$ cat config.mk
export PLATFORM = sky130hd
export DESIGN_NAME = sa_feeder
export DESIGN_NICKNAME = d
export VERILOG_FILES = /design/src/rtl/sa_feeder.sv
export SDC_FILE = /design/constraint.sdc
export NUM_CORES = 1
export LEC_CHECK = 0
export BUFFER_PORTS_ARGS = -buffer_cell sky130_fd_sc_hd__buf_2
export CAP_MARGIN = 15
export CORE_MARGIN = 2
export CORE_UTILIZATION = 35
export DETAILED_ROUTE_END_ITERATION = 7
export PLACE_DENSITY = 0.58
export SLEW_MARGIN = 20
export SYNTH_ARGS = -nofsm -noshare
export SYNTH_HDL_FRONTEND = slang
export SYNTH_SLANG_ARGS = --single-unit
export TNS_END_PERCENT = 10
$ cat constraint.sdc
create_clock -name clk -period 3.4 [get_ports clk]
set_clock_uncertainty 0.15 [all_clocks]
set_input_delay 0.17 -clock clk [delete_from_list [all_inputs] [get_ports clk]]
set_output_delay 0.17 -clock clk [all_outputs]
set_load 0.05 [all_outputs]
$ cat src/rtl/sa_feeder.sv
// Systolic-array feeder: loads one weight word, then streams skewed activations into 4 PE rows.
// Latency: lane k of an accepted activation word reaches the PEs after 1+k cycles (1 cycle with SA_FEEDER_SKEW_EN undefined).
// Backpressure: w_ready only in LOAD, a_ready only in STREAM; missing a_valid in STREAM injects an inactive bubble slot.
module sa_feeder #(
    parameter int LANES = 4
) (
    input  logic                 clk,
    input  logic                 rst,
    input  logic                 start,
    input  logic [7:0]           vec_len,
    input  logic                 w_valid,
    input  logic [8*LANES-1:0]   w_data,
    output logic                 w_ready,
    input  logic                 a_valid,
    input  logic [8*LANES-1:0]   a_data,
    output logic                 a_ready,
    output logic [1:0]           mode_o,
    output logic [8*LANES-1:0]   pe_in_o,
    output logic [8*LANES-1:0]   pe_filter_o,
    output logic [LANES-1:0]     activate_o,
    output logic                 busy,
    output logic                 done
);

    localparam logic [2:0] S_IDLE   = 3'd0;
    localparam logic [2:0] S_LOAD   = 3'd1;
    localparam logic [2:0] S_WSET   = 3'd2;
    localparam logic [2:0] S_STREAM = 3'd3;
    localparam logic [2:0] S_DRAIN  = 3'd4;

`ifdef SA_FEEDER_SKEW_EN
    localparam int SKEW = 1;
`else
    localparam int SKEW = 0;
`endif

    // DRAIN must cover the deepest lane so the last word fully leaves the pipeline.
    localparam logic [1:0] DRAIN_LAST = (SKEW != 0) ? 2'(LANES - 1) : 2'd0;

    logic [2:0]           state;
    logic [7:0]           vec_len_q;
    logic [7:0]           cnt;
    logic [1:0]           drain_cnt;
    logic [8*LANES-1:0]   w_q;
    logic                 done_q;
    logic                 a_hs;
    logic [8*LANES-1:0]   slot_dat;

    assign a_hs     = (state == S_STREAM) && a_valid;
    assign slot_dat = a_hs ? a_data : '0;

    always_ff @(posedge clk or posedge rst) begin
        if (rst) begin
            state     <= S_IDLE;
            vec_len_q <= '0;
            cnt       <= '0;
            drain_cnt <= '0;
            w_q       <= '0;
            done_q    <= 1'b0;
        end else begin
            done_q <= 1'b0;
            case (state)
                S_IDLE: begin
                    if (start) begin
                        vec_len_q <= vec_len;
                        if (vec_len != 8'd0) begin
                            state <= S_LOAD;
                            cnt   <= '0;
                        end else begin
                            done_q <= 1'b1;
                        end
                    end
                end
                S_LOAD: begin
                    if (w_valid) begin
                        w_q   <= w_data;
                        state <= S_WSET;
                    end
                end
                S_WSET: begin
                    state <= S_STREAM;
                end
                S_STREAM: begin
                    if (a_valid) begin
                        cnt <= cnt + 8'd1;
                        if ((cnt + 8'd1) == vec_len_q) begin
                            state     <= S_DRAIN;
                            drain_cnt <= '0;
                        end
                    end
                end
                S_DRAIN: begin
                    if (drain_cnt == DRAIN_LAST) begin
                        state  <= S_IDLE;
                        done_q <= 1'b1;
                    end else begin
                        drain_cnt <= drain_cnt + 2'd1;
                    end
                end
                default: state <= S_IDLE;
            endcase
        end
    end

    // Per-lane delay line: {activate, byte}, depth k+1 with skew, depth 1 without.
    for (genvar k = 0; k < LANES; k++) begin : g_lane
        localparam int DEPTH = (SKEW != 0) ? k + 1 : 1;
        logic [8:0] sr [DEPTH];

        always_ff @(posedge clk or posedge rst) begin
            if (rst) begin
                for (int j = 0; j < DEPTH; j++) sr[j] <= '0;
            end else begin
                sr[0] <= {a_hs, slot_dat[8*k +: 8]};
                for (int j = 1; j < DEPTH; j++) sr[j] <= sr[j-1];
            end
        end

        assign pe_in_o[8*k +: 8] = sr[DEPTH-1][7:0];
        assign activate_o[k]     = sr[DEPTH-1][8];
    end

    always_comb begin
        mode_o = 2'd3;
        case (state)
            S_WSET:            mode_o = 2'd2;
            S_STREAM, S_DRAIN: mode_o = 2'd1;
            default:           mode_o = 2'd3;
        endcase
    end

    assign pe_filter_o = (state == S_WSET) ? w_q : '0;
    assign w_ready     = (state == S_LOAD);
    assign a_ready     = (state == S_STREAM);
    assign busy        = (state != S_IDLE);
    assign done        = done_q;

endmodule

==> summary.txt <==
STA
  – Final slew viol count: 0
  – Final Hold Viols: 0
  – RSZ-0062 raised after global routing: false
  – Slew @ Worst Pin: just under 0.8 ns
  – Slew HR: 47.85%
  – Period utilization: 65.40%
  – Fmax: 0.4497 GHz
  – Final worst slack: 1.176 ns
  – Hold Slack: around 0.045 ns
  – Endpoints failing setup: 0
  – Total negative setup slack: 0 ns
  – Final min period: 2.224 ns

Drt
  – DRT Wirelength: between 9000 and 10000 µm
  – Total iterations of the first detailed-routing run: 4
  – Vias/cell: about 4.6
  – Via Count: 3070
  – DR DRC count: 0
  – WL per Instance: ~14 µm
  – First-iteration detailed-routing DRC count: 111
  – DRT antenna net count: 0

Synth
  – Count leader, synth: dfrtp_1
  – Synth Register Bits: 87
  – Synth Area per Inst: 12.11 µm²
  – Synth Instances: 312
  – Sequential area share after synthesis: 57.60%
  – Async S/R FF share, synth: 100.0%
  – Post-Syn Nets: 391
  – Top_reg_cell synth: dfrtp_1
  – Distinct cells, synth: 48
  – Area leader, netlist: dfrtp_1
  – Synthesized area: 3780 µm²
  – Post-synth top area share: 57.60%
  – Synth warn: 0
  – Number of flops mapped to enable cells by yosys: 0
  – Synth area leaders: dfrtp_1 58%, mux2_2 12%, and2_1 5.8%, and3_1 5.5%, o21ai_0 1.3%
  – Synth cell count leaders: 87 x dfrtp_1, 39 x mux2_2, 35 x and2_1

Clock tree
  – Htree depth: 3
  – CTS Buf Count: 9
  – TritonCTS clock tree: done
  – CTS Buffer Depth: 2
  – CTS root buffer: clkbuf_8
  – Total clock sinks: between 80 and 90
  – Worst-Skew Late Latency: 0.34 ns
  – Post-CTS sizing: 0
  – Cts hold-fix bufs: 73
  – Post-CTS setup buffers: 0
  – Clk pin slew, worst setup/hold paths: 0.08 ns

Power
  – Worst VDD drop: slightly below 0.3 mV
  – Pwr dens: 588.3 nW/µm²
  – P_leak: 2.833 nW

Cells and area
  – Multi-input logic area: 1465 µm²
  – ANT cells: 0
  – Register Area: 2177 µm²
  – Layout cells sized above 1: between 40% and 50%
  – Final nets: 607
  – Synthesis-to-finish area growth: 46.64%
  – Finished Core Util: a little over half
  – Fill cell count: 951

Critical path
  – R2R Path Start: state[2]
  – Critical-path cell list: nand2b_1 -> nor2_1 -> and2_1 -> buf_4 -> mux2_2
  – Crit path largest cell delay: 0.49 ns
  – Worst R2R Path Depth: 5
  – Max FO, Critical Path: 24
  – Worst EP arrival: 2.30 ns
  – Worst setup SP type: register
  – Flop2flop setup slack: roughly 1.2 ns
  – Slowest cell on the critical path: dfrtp_1
  – R2R Path End: w_q[18]
  – CP Capture Type: register
  – Critical Path RT: 3.47 ns
  – Setup Crit Path Kind: reg -> reg

Floorplan
  – Placement Rows: 37
  – Die X: approximately 110 µm
  – Die Y: 107.9 µm
  – Starting Density: 36.29%
  – Core area: about 10000 µm²
  – # IOs: 151
  – Die Area: 11650 µm²

Hold path
  – Worst hold endpoint: state[1]
  – Hold Path Depth: 3
  – Hold Path Origin: w_valid
  – Hold Crit Class: in -> reg

Placed design
  – Post-placement setup slack: 1.190 ns
  – Post-DP HPWL: 6029 µm
  – Gpl congestion: 0.7632
  – IO buf count: 150

Job
  – Max cap viols: 0

Outcome
  – Status: complete, no violations

GRT
  – First-pass GRT wire length: 14880 µm
  – Global route overflow: 0
  – Largest net degree at the start of global routing: 64
  – GRT Total Usage: 16.15%
  – Number of global-route vias before repair: 3099
  – Initial antenna violation count: 0
==> metal layers <==
layer / global-route usage [%] / vias up / routed length [µm]
li1: - / 1512 / -
met1: 20.61 / 1437 / 4207
met3: 3.148 / 13 / 464
met2: 27.40 / 108 / 4469
met4: 5.678 / 0 / 152
met5: 0 / - / 0
==> power breakdown <==
part	leakage, nW	switching, mW	internal, mW	total (mW)
Clock	0.0861	0.376	0.291	0.667
Combinational	1.66	0.649	0.463	1.11
Sequential	1.09	0.155	1.33	1.48
==> layout make-up <==
class / count / area share (%)
flip-flops and latches: 87 / 39.28
repair buffers: 228 / 27.40
multi-input cells: 195 / 26.43
well taps: 136 / 3.070
clock buffers: 11 / 2.551
clock inverters: 5 / 0.7449
inverters: 7 / 0.5192
==> worst max path at each step <==
stage | depth (start not counted) | startpoint | slack [ns] | to
final | 5 | state[2] | 1.18 | w_q[18]
after global routing | 5 | state[0] | 0.94 | w_q[20]
after CTS | 5 | state[2] | 1.17 | w_q[18]
after detailed placement | 5 | state[2] | 1.19 | w_q[0]
after global placement | 5 | state[2] | 1.25 | w_q[9]
after floorplan | 1 | rst | 0.83 | cnt[0]
==> worst max-delay path: cells and delay by family (launching register included) <==
family                 cells  cell delay, ns
DFF                        1            0.49
muxes                      1            0.37
and+or+nand+nor            3            0.71
buffers and inverters      1            0.38
==> flip-flops by register name (all words and copies together) (netlist names) <==
register and cells:
state 3, w_q 32, drain_cnt 2, cnt 8, vec_len_q 8, done 1
g_lane.sr 33
==> kinds of logic (layout without fill, tap and decap cells) <==
| family | Yosys count | count (layout) | share of synthesized area (%) |
|---|---|---|---|
| xor+xnor | 9 | 9 | 2.085 |
| mux | 40 | 40 | 11.92 |
| compound gates | 37 | 37 | 6.786 |
| fa+ha+maj | 2 | 2 | 0.6619 |
| buf+inv | 30 | 251 | 3.774 |
| flops | 87 | 87 | 57.60 |
| simple gates | 107 | 107 | 17.18 |
==> per-stage QoR <==
| stage | cells | area (µm²) | total power, mW |
|---|---|---|---|
| 2_1_floorplan | 312 | 3780 | 2.305 |
| 3_3_place_gp | 580 | 4628 | 2.525 |
| 3_5_place_dp | 580 | 4628 | 2.559 |
| 4_1_cts | 669 | 5542 | 3.304 |
| 5_1_grt | 669 | 5543 | 3.478 |
| 6_report | 669 | 5543 | 3.261 |
==> cell usage in the layout (no fill, tap or decap), drive strengths merged, types with 4 or more instances in the layout <==
cell	synthesis	layout
a21oi	6	6
and2	35	35
and3	33	33
buf	13	155
clkbuf	10	11
dfrtp	87	87
dlygate4sd3	0	73
inv	7	8
mux2	40	40
nand2	11	11
nor2	6	6
o21ai	11	11
xnor2	4	4
xor2	5	5
No activity file was read; power rests on OpenSTA's default activity.
